==> config.mk <==
export PLATFORM = sky130hd
export DESIGN_NAME = afe_atten_spi_driver
export DESIGN_NICKNAME = d
export VERILOG_FILES = /design/src/rtl/afe_atten_spi_driver.sv
export SDC_FILE = /design/constraint.sdc
export NUM_CORES = 1
export LEC_CHECK = 0
export CAP_MARGIN = 10
export CORE_UTILIZATION = 38
export CTS_CLUSTER_SIZE = 10
export DETAILED_ROUTE_END_ITERATION = 10
export PLACE_DENSITY = 0.75
export SLEW_MARGIN = 20
export SYNTH_ARGS = -nofsm -noshare
export SYNTH_HDL_FRONTEND = slang
export SYNTH_SLANG_ARGS = --single-unit
==> constraint.sdc <==
create_clock -name sysClk -period 1.7 [get_ports sysClk]
set_input_delay 0.425 -clock sysClk [delete_from_list [all_inputs] [get_ports sysClk]]
set_output_delay 0.425 -clock sysClk [all_outputs]
set_load 0.005 [all_outputs]
==> src/rtl/afe_atten_spi_driver.sv <==
// CSR-driven 3-wire (CLK/SDI/LE) serializer for the AFE attenuator/switch chains.
// One word per accepted strobe, MSB first, followed by a latch pulse on the addressed chain only.
module afe_atten_spi_driver #(
  parameter int SYSCLK_RATE = 99999001,
  parameter int SPI_RATE    = 5000000,
  parameter int WORD_WIDTH  = 8,
  parameter int CHAIN_COUNT = 2
) (
  input  logic                   sysClk,
  input  logic                   sysReset_n,
  input  logic                   csrStrobe,
  input  logic [31:0]            csrData,
  output logic [31:0]            status,
  output logic [CHAIN_COUNT-1:0] spiClk,
  output logic [CHAIN_COUNT-1:0] spiSdi,
  output logic [CHAIN_COUNT-1:0] spiLe
);

  localparam int HALF_RAW = (SYSCLK_RATE + 2*SPI_RATE - 1) / (2*SPI_RATE);
  localparam int HALF     = (HALF_RAW < 1) ? 1 : HALF_RAW;
  localparam int CW       = (HALF > 1) ? $clog2(HALF) : 1;
  localparam int BW       = (WORD_WIDTH > 1) ? $clog2(WORD_WIDTH) : 1;
  localparam logic [CW-1:0] CNT_LAST = CW'(HALF - 1);
  localparam logic [BW-1:0] BIT_TOP  = BW'(WORD_WIDTH - 1);

  typedef enum logic [2:0] {
    S_IDLE, S_SHIFT_LO, S_SHIFT_HI, S_LE_SETUP, S_LE_PULSE, S_LE_HOLD
  } state_t;

  state_t                 r_state, w_state_nxt;
  logic [CW-1:0]          r_cnt, w_cnt_nxt;
  logic [BW-1:0]          r_bit, w_bit_nxt;
  logic [WORD_WIDTH-1:0]  r_shreg, w_shreg_nxt;
  logic [WORD_WIDTH-1:0]  r_last;
  logic                   r_chain, w_chain_nxt, w_chain_sel;
  logic                   r_busy, r_overrun;
  logic                   w_accept, w_half_done;
  logic                   w_clk_nxt, w_sdi_nxt, w_le_nxt;
  logic [CHAIN_COUNT-1:0] w_mask;
  logic [CHAIN_COUNT-1:0] r_spi_clk, r_spi_sdi, r_spi_le;

  assign w_accept    = csrStrobe && (r_state == S_IDLE);
  assign w_half_done = (r_cnt == CNT_LAST);
  // With a single chain the select bit is ignored and chain 0 is always addressed.
  assign w_chain_sel = (CHAIN_COUNT > 1) ? csrData[30] : 1'b0;

  always_ff @(posedge sysClk) begin
    if (!sysReset_n) begin
      r_state <= S_IDLE;
      r_cnt   <= '0;
      r_bit   <= '0;
      r_shreg <= '0;
    end else begin
      r_state <= w_state_nxt;
      r_cnt   <= w_cnt_nxt;
      r_bit   <= w_bit_nxt;
      r_shreg <= w_shreg_nxt;
    end
  end

  always_comb begin
    w_state_nxt = r_state;
    w_bit_nxt   = r_bit;
    w_shreg_nxt = r_shreg;
    w_cnt_nxt   = w_half_done ? '0 : r_cnt + CW'(1);
    case (r_state)
      S_IDLE: begin
        w_cnt_nxt = '0;
        if (w_accept) begin
          w_state_nxt = S_SHIFT_LO;
          w_bit_nxt   = BIT_TOP;
          w_shreg_nxt = csrData[WORD_WIDTH-1:0];
        end
      end
      S_SHIFT_LO: if (w_half_done) w_state_nxt = S_SHIFT_HI;
      S_SHIFT_HI: begin
        if (w_half_done) begin
          if (r_bit == '0) begin
            w_state_nxt = S_LE_SETUP;
          end else begin
            w_state_nxt = S_SHIFT_LO;
            w_bit_nxt   = r_bit - BW'(1);
            w_shreg_nxt = r_shreg << 1;
          end
        end
      end
      S_LE_SETUP: if (w_half_done) w_state_nxt = S_LE_PULSE;
      S_LE_PULSE: if (w_half_done) w_state_nxt = S_LE_HOLD;
      S_LE_HOLD:  if (w_half_done) w_state_nxt = S_IDLE;
      default: begin
        w_state_nxt = S_IDLE;
        w_cnt_nxt   = '0;
      end
    endcase
  end

  // Pin levels are derived from the next state so they are registered alongside it.
  always_comb begin
    w_clk_nxt   = (w_state_nxt == S_SHIFT_HI);
    w_sdi_nxt   = ((w_state_nxt == S_SHIFT_LO) || (w_state_nxt == S_SHIFT_HI)) &&
                  w_shreg_nxt[WORD_WIDTH-1];
    w_le_nxt    = (w_state_nxt == S_LE_PULSE);
    w_chain_nxt = w_accept ? w_chain_sel : r_chain;
    w_mask      = '0;
    for (int c = 0; c < CHAIN_COUNT; c++)
      w_mask[c] = (c == int'(w_chain_nxt));
  end

  always_ff @(posedge sysClk) begin
    if (!sysReset_n) begin
      r_spi_clk <= '0;
      r_spi_sdi <= '0;
      r_spi_le  <= '0;
      r_chain   <= 1'b0;
      r_busy    <= 1'b0;
      r_overrun <= 1'b0;
      r_last    <= '0;
    end else begin
      r_spi_clk <= {CHAIN_COUNT{w_clk_nxt}} & w_mask;
      r_spi_sdi <= {CHAIN_COUNT{w_sdi_nxt}} & w_mask;
      r_spi_le  <= {CHAIN_COUNT{w_le_nxt}} & w_mask;
      r_chain   <= w_chain_nxt;
      r_busy    <= (w_state_nxt != S_IDLE);
      if (w_accept) begin
        r_overrun <= 1'b0;
        r_last    <= csrData[WORD_WIDTH-1:0];
      end else if (csrStrobe) begin
        r_overrun <= 1'b1;
      end
    end
  end

  always_comb begin
    status                   = '0;
    status[31]               = r_busy;
    status[30]               = r_overrun;
    status[29]               = r_chain;
    status[WORD_WIDTH-1:0]   = r_last;
  end

  assign spiClk = r_spi_clk;
  assign spiSdi = r_spi_sdi;
  assign spiLe  = r_spi_le;

endmodule

==> flow_summary_export.csv <==
group,metric,value,unit
global_route,grt.total_usage,13.9,%
setup_path,worstPathCellList,"ha_1, and3b_2, nand2_1, a221o_1, a31o_2",
routing,vias,1329,
die,start_util,40.9,%
synth,async_flop_share,0,%
clocking,h-tree-depth,2,
routing,dr.max_layer_used,"met4",
setup_path,crit_slowest_cell,"dfxtp_1",
routing,postRouteWirelength,3100,um
timing,period_minus_slack,1590,ps
power_and_ir_drop,powerDensity,833,nW/um^2
synth,synthFlopType,"dfxtp_1",
finish,drive_gt1_share,12.7,%
setup_path,crit_arrival,1770,ps
routing,dr_wl_met3,219,um
routing,drt_iter0_drc,51,
clocking,cts_root_buf,"clkbuf_8",
power_and_ir_drop,power.leakage,0.858,nW
global_route,grt_max_degree,18,
clocking,cts_buffers,5,
clocking,clock_sinks,35,
timing,slew_violations,0,
worst_hold_path,min_to,"r_last[6]$_SDFFE_PN0P_",
synth,synth-edff-count,0,
timing,finClkSkew,5.03,ps
routing,antenna_left,0,
placed_design,place_ws,-165,ps
setup_path,end_kind,"flop",
placed_design,gp_congestion,0.774,
die,io_pins,73,
synth,yosysUniqueCellTypes,42,
status,status,"finished, final reports clean",
clocking,cts_hold_buffers,0,
flow_run,drv_cap,0,
timing,rsz0062_at_grt,"false",
setup_path,cp_top_family,"compound AO/OA/AOI/OAI gates",
setup_path,r2r_cells,5,
die,die-area,4730,um^2
synth,synth_area,1700,um^2
finish,fin_nets,267,
clocking,worstSkewPairLatency,290,ps
timing,setup_violations,0,
worst_hold_path,min-delay-start,"r_last[6]$_SDFFE_PN0P_",
timing,fin_ws,109,ps
power_and_ir_drop,p_int,1.34,mW
timing,fin_crit_sh,93.6,%
synth,ys_seq_elements,35,
routing,wl_per_cell,11.1,um
clocking,clockBufferDepth,2,
synth,synth.avg_cell_area,8.74,um^2
worst_hold_path,holdPathStages,2,
routing,drc,0,
global_route,grt_pass1_wl,4760,um
synth,seq_area_frac_synth,41.3,%
setup_path,critPathMaxFanout,6,
routing,route.met2.wl,1370,um
setup_path,timing.critical_path.buf_inv,0,
die,chipHeight,68.8,um
finish,most-common-layout-cells,"dfxtp_1, nand2_1, clkdlybuf4s50_1, conb_1, nor2_1",
finish,areaGrowthSynthToFinish,24.4,%
timing,hold_viol_final,0,
clocking,path_clk_slew,70,ps
setup_path,path_class,"flop to flop",
power_and_ir_drop,p_switching,0.417,mW
placed_design,io_buffers,28,
setup_path,start_kind,"flop",
power_and_ir_drop,combPwrFrac,12.1,%
power_and_ir_drop,swShare,23.7,%
clocking,cts_tree,"built",
power_and_ir_drop,clkPwrFrac,37.7,%
die,die_w,68.8,um
finish,final_common_cell,"dfxtp_1",
synth,synth_cells,194,
die,placementRows,23,
setup_path,timing.rr.end,"r_busy$_SDFF_PN0_",
routing,viasPerCell,4.76,
power_and_ir_drop,seqPwrFrac,50.1,%
setup_path,rr_startpoint,"r_cnt[0]$_SDFF_PP0_",
setup_path,ff2ff_setup_slack,110,ps
setup_path,required,1880,ps
routing,met1_length,1460,um
global_route,first_global_vias,1092,
finish,diodes,0,
global_route,antenna_found_initial,0,
die,core_area,4140,um^2
placed_design,dpl.hpwl,2240,um
synth,synth-warning-count,0,
routing,drtPass1Iterations,4,
global_route,overflow,0,
timing,fmax,629,MHz
worst_hold_path,hold_class,"flop to flop",
power_and_ir_drop,vdd.ir_drop.worst,0.000427,V
setup_path,critPathMaxStageDelay,380,ps
power_and_ir_drop,p_total,1.76,mW
==> cell families after synthesis <==
kind of cell / after synthesis / synth area share [%]
AND/OR/NAND/NOR: 74 / 22.4
AO/OA/AOI/OAI: 37 / 16.3
buffers and inverters: 39 / 14.6
multiplexers: 1 / 0.590
other: 1 / 0.221
XOR/XNOR: 3 / 1.55
flip-flops: 35 / 41.3
adder cells (fa/ha/maj): 4 / 2.95
==> worst register-to-register path, stage by stage, from the launching register on <==
cell and delay [ps]:
dfxtp_1 380, ha_1 210, and3b_2 260, nand2_1 100
a221o_1 300, a31o_2 230
==> worst max-delay path by stage <==
| stage | start | endpoint | slack (ps) | depth (start not counted) |
|---|---|---|---|---|
| after floorplan | r_cnt[0]$_SDFF_PP0_ | r_busy$_SDFF_PN0_ | 100 | 6 |
| after global placement | csrStrobe | spiSdi[0]$_SDFF_PN0_ | -170 | 5 |
| after detailed placement | csrStrobe | spiSdi[0]$_SDFF_PN0_ | -170 | 5 |
| after CTS | r_cnt[0]$_SDFF_PP0_ | r_busy$_SDFF_PN0_ | 70 | 5 |
| after global routing | r_cnt[0]$_SDFF_PP0_ | r_busy$_SDFF_PN0_ | 10 | 5 |
| final | r_cnt[0]$_SDFF_PP0_ | r_busy$_SDFF_PN0_ | 110 | 5 |
==> registers in the layout (all words and copies together) (netlist names) <==
register / cells
r_state: 3
spiClk: 2
r_last: 8
r_overrun: 1
spiLe: 2
r_busy: 1
r_shreg: 8
r_cnt: 4
r_chain: 1
spiSdi: 2
r_bit: 3
==> timing repair <==
item,4_1_cts,5_1_grt
setup buffers,0,0
gates resized for setup,0,4
endpoints found under the setup margin,0,3
==> power groups by stage <==
| stage | logic, mW | registers [mW] | clock network (mW) |
|---|---|---|---|
| after global placement | 0.208 | 0.898 | 0 |
| after CTS | 0.213 | 0.880 | 0.683 |
| final | 0.213 | 0.880 | 0.663 |
| after detailed placement | 0.211 | 0.898 | 0 |
| after floorplan | 0.158 | 0.892 | 0 |
| after global routing | 0.239 | 0.885 | 0.716 |
==> synthesized netlist by cell type, types with 2 or more instances <==
cell type | count | area, um^2
nor2b_1 | 2 | 12.5
buf_2 | 3 | 15.0
buf_4 | 24 | 180
nand4_1 | 2 | 12.5
o21ai_0 | 6 | 30.0
o221ai_1 | 5 | 43.8
ha_1 | 4 | 50.1
xor2_1 | 2 | 17.5
a31oi_1 | 2 | 12.5
dfxtp_1 | 35 | 701
a21oi_1 | 2 | 10.0
nand3_1 | 10 | 50.1
inv_1 | 5 | 18.8
nand2b_1 | 3 | 18.8
nor3_1 | 2 | 10.0
a211oi_1 | 2 | 15.0
clkbuf_1 | 6 | 22.5
and3_1 | 2 | 12.5
a21boi_0 | 11 | 82.6
nand2_1 | 31 | 116
nor3b_1 | 2 | 15.0
nor2_1 | 13 | 48.8
==> per-layer routing <==
| metal | up-vias | GRT usage [%] |
|---|---|---|
| li1 | 689 | - |
| met1 | 584 | 17.3 |
| met2 | 49 | 21.4 |
| met3 | 7 | 5.10 |
| met4 | 0 | 6.12 |
| met5 | - | 0 |
==> per-stage QoR <==
stage / hold WS, ps / TNS (ps) / instances / instance area, um^2 / utilization (%)
2_1_floorplan: 433 / 0 / 214 / 1770 / -
3_3_place_gp: 446 / -1790 / 271 / 1990 / 48.1
3_5_place_dp: 459 / -1370 / 271 / 1990 / 48.1
4_1_cts: 472 / 0 / 279 / 2100 / 50.6
5_1_grt: 494 / 0 / 279 / 2110 / 50.9
6_report: 466 / 0 / 279 / 2110 / 50.9
==> cell type report <==
class / instances / area [um^2]
flip-flops and latches: 35 / 701
inverters: 5 / 18.8
clock buffers: 7 / 96.3
multi-input cells: 140 / 833
clock inverters: 1 / 7.51
fillers: 399 / 2030
well taps: 50 / 62.6
repair buffers: 41 / 390
(Power assumes the default switching activity.)
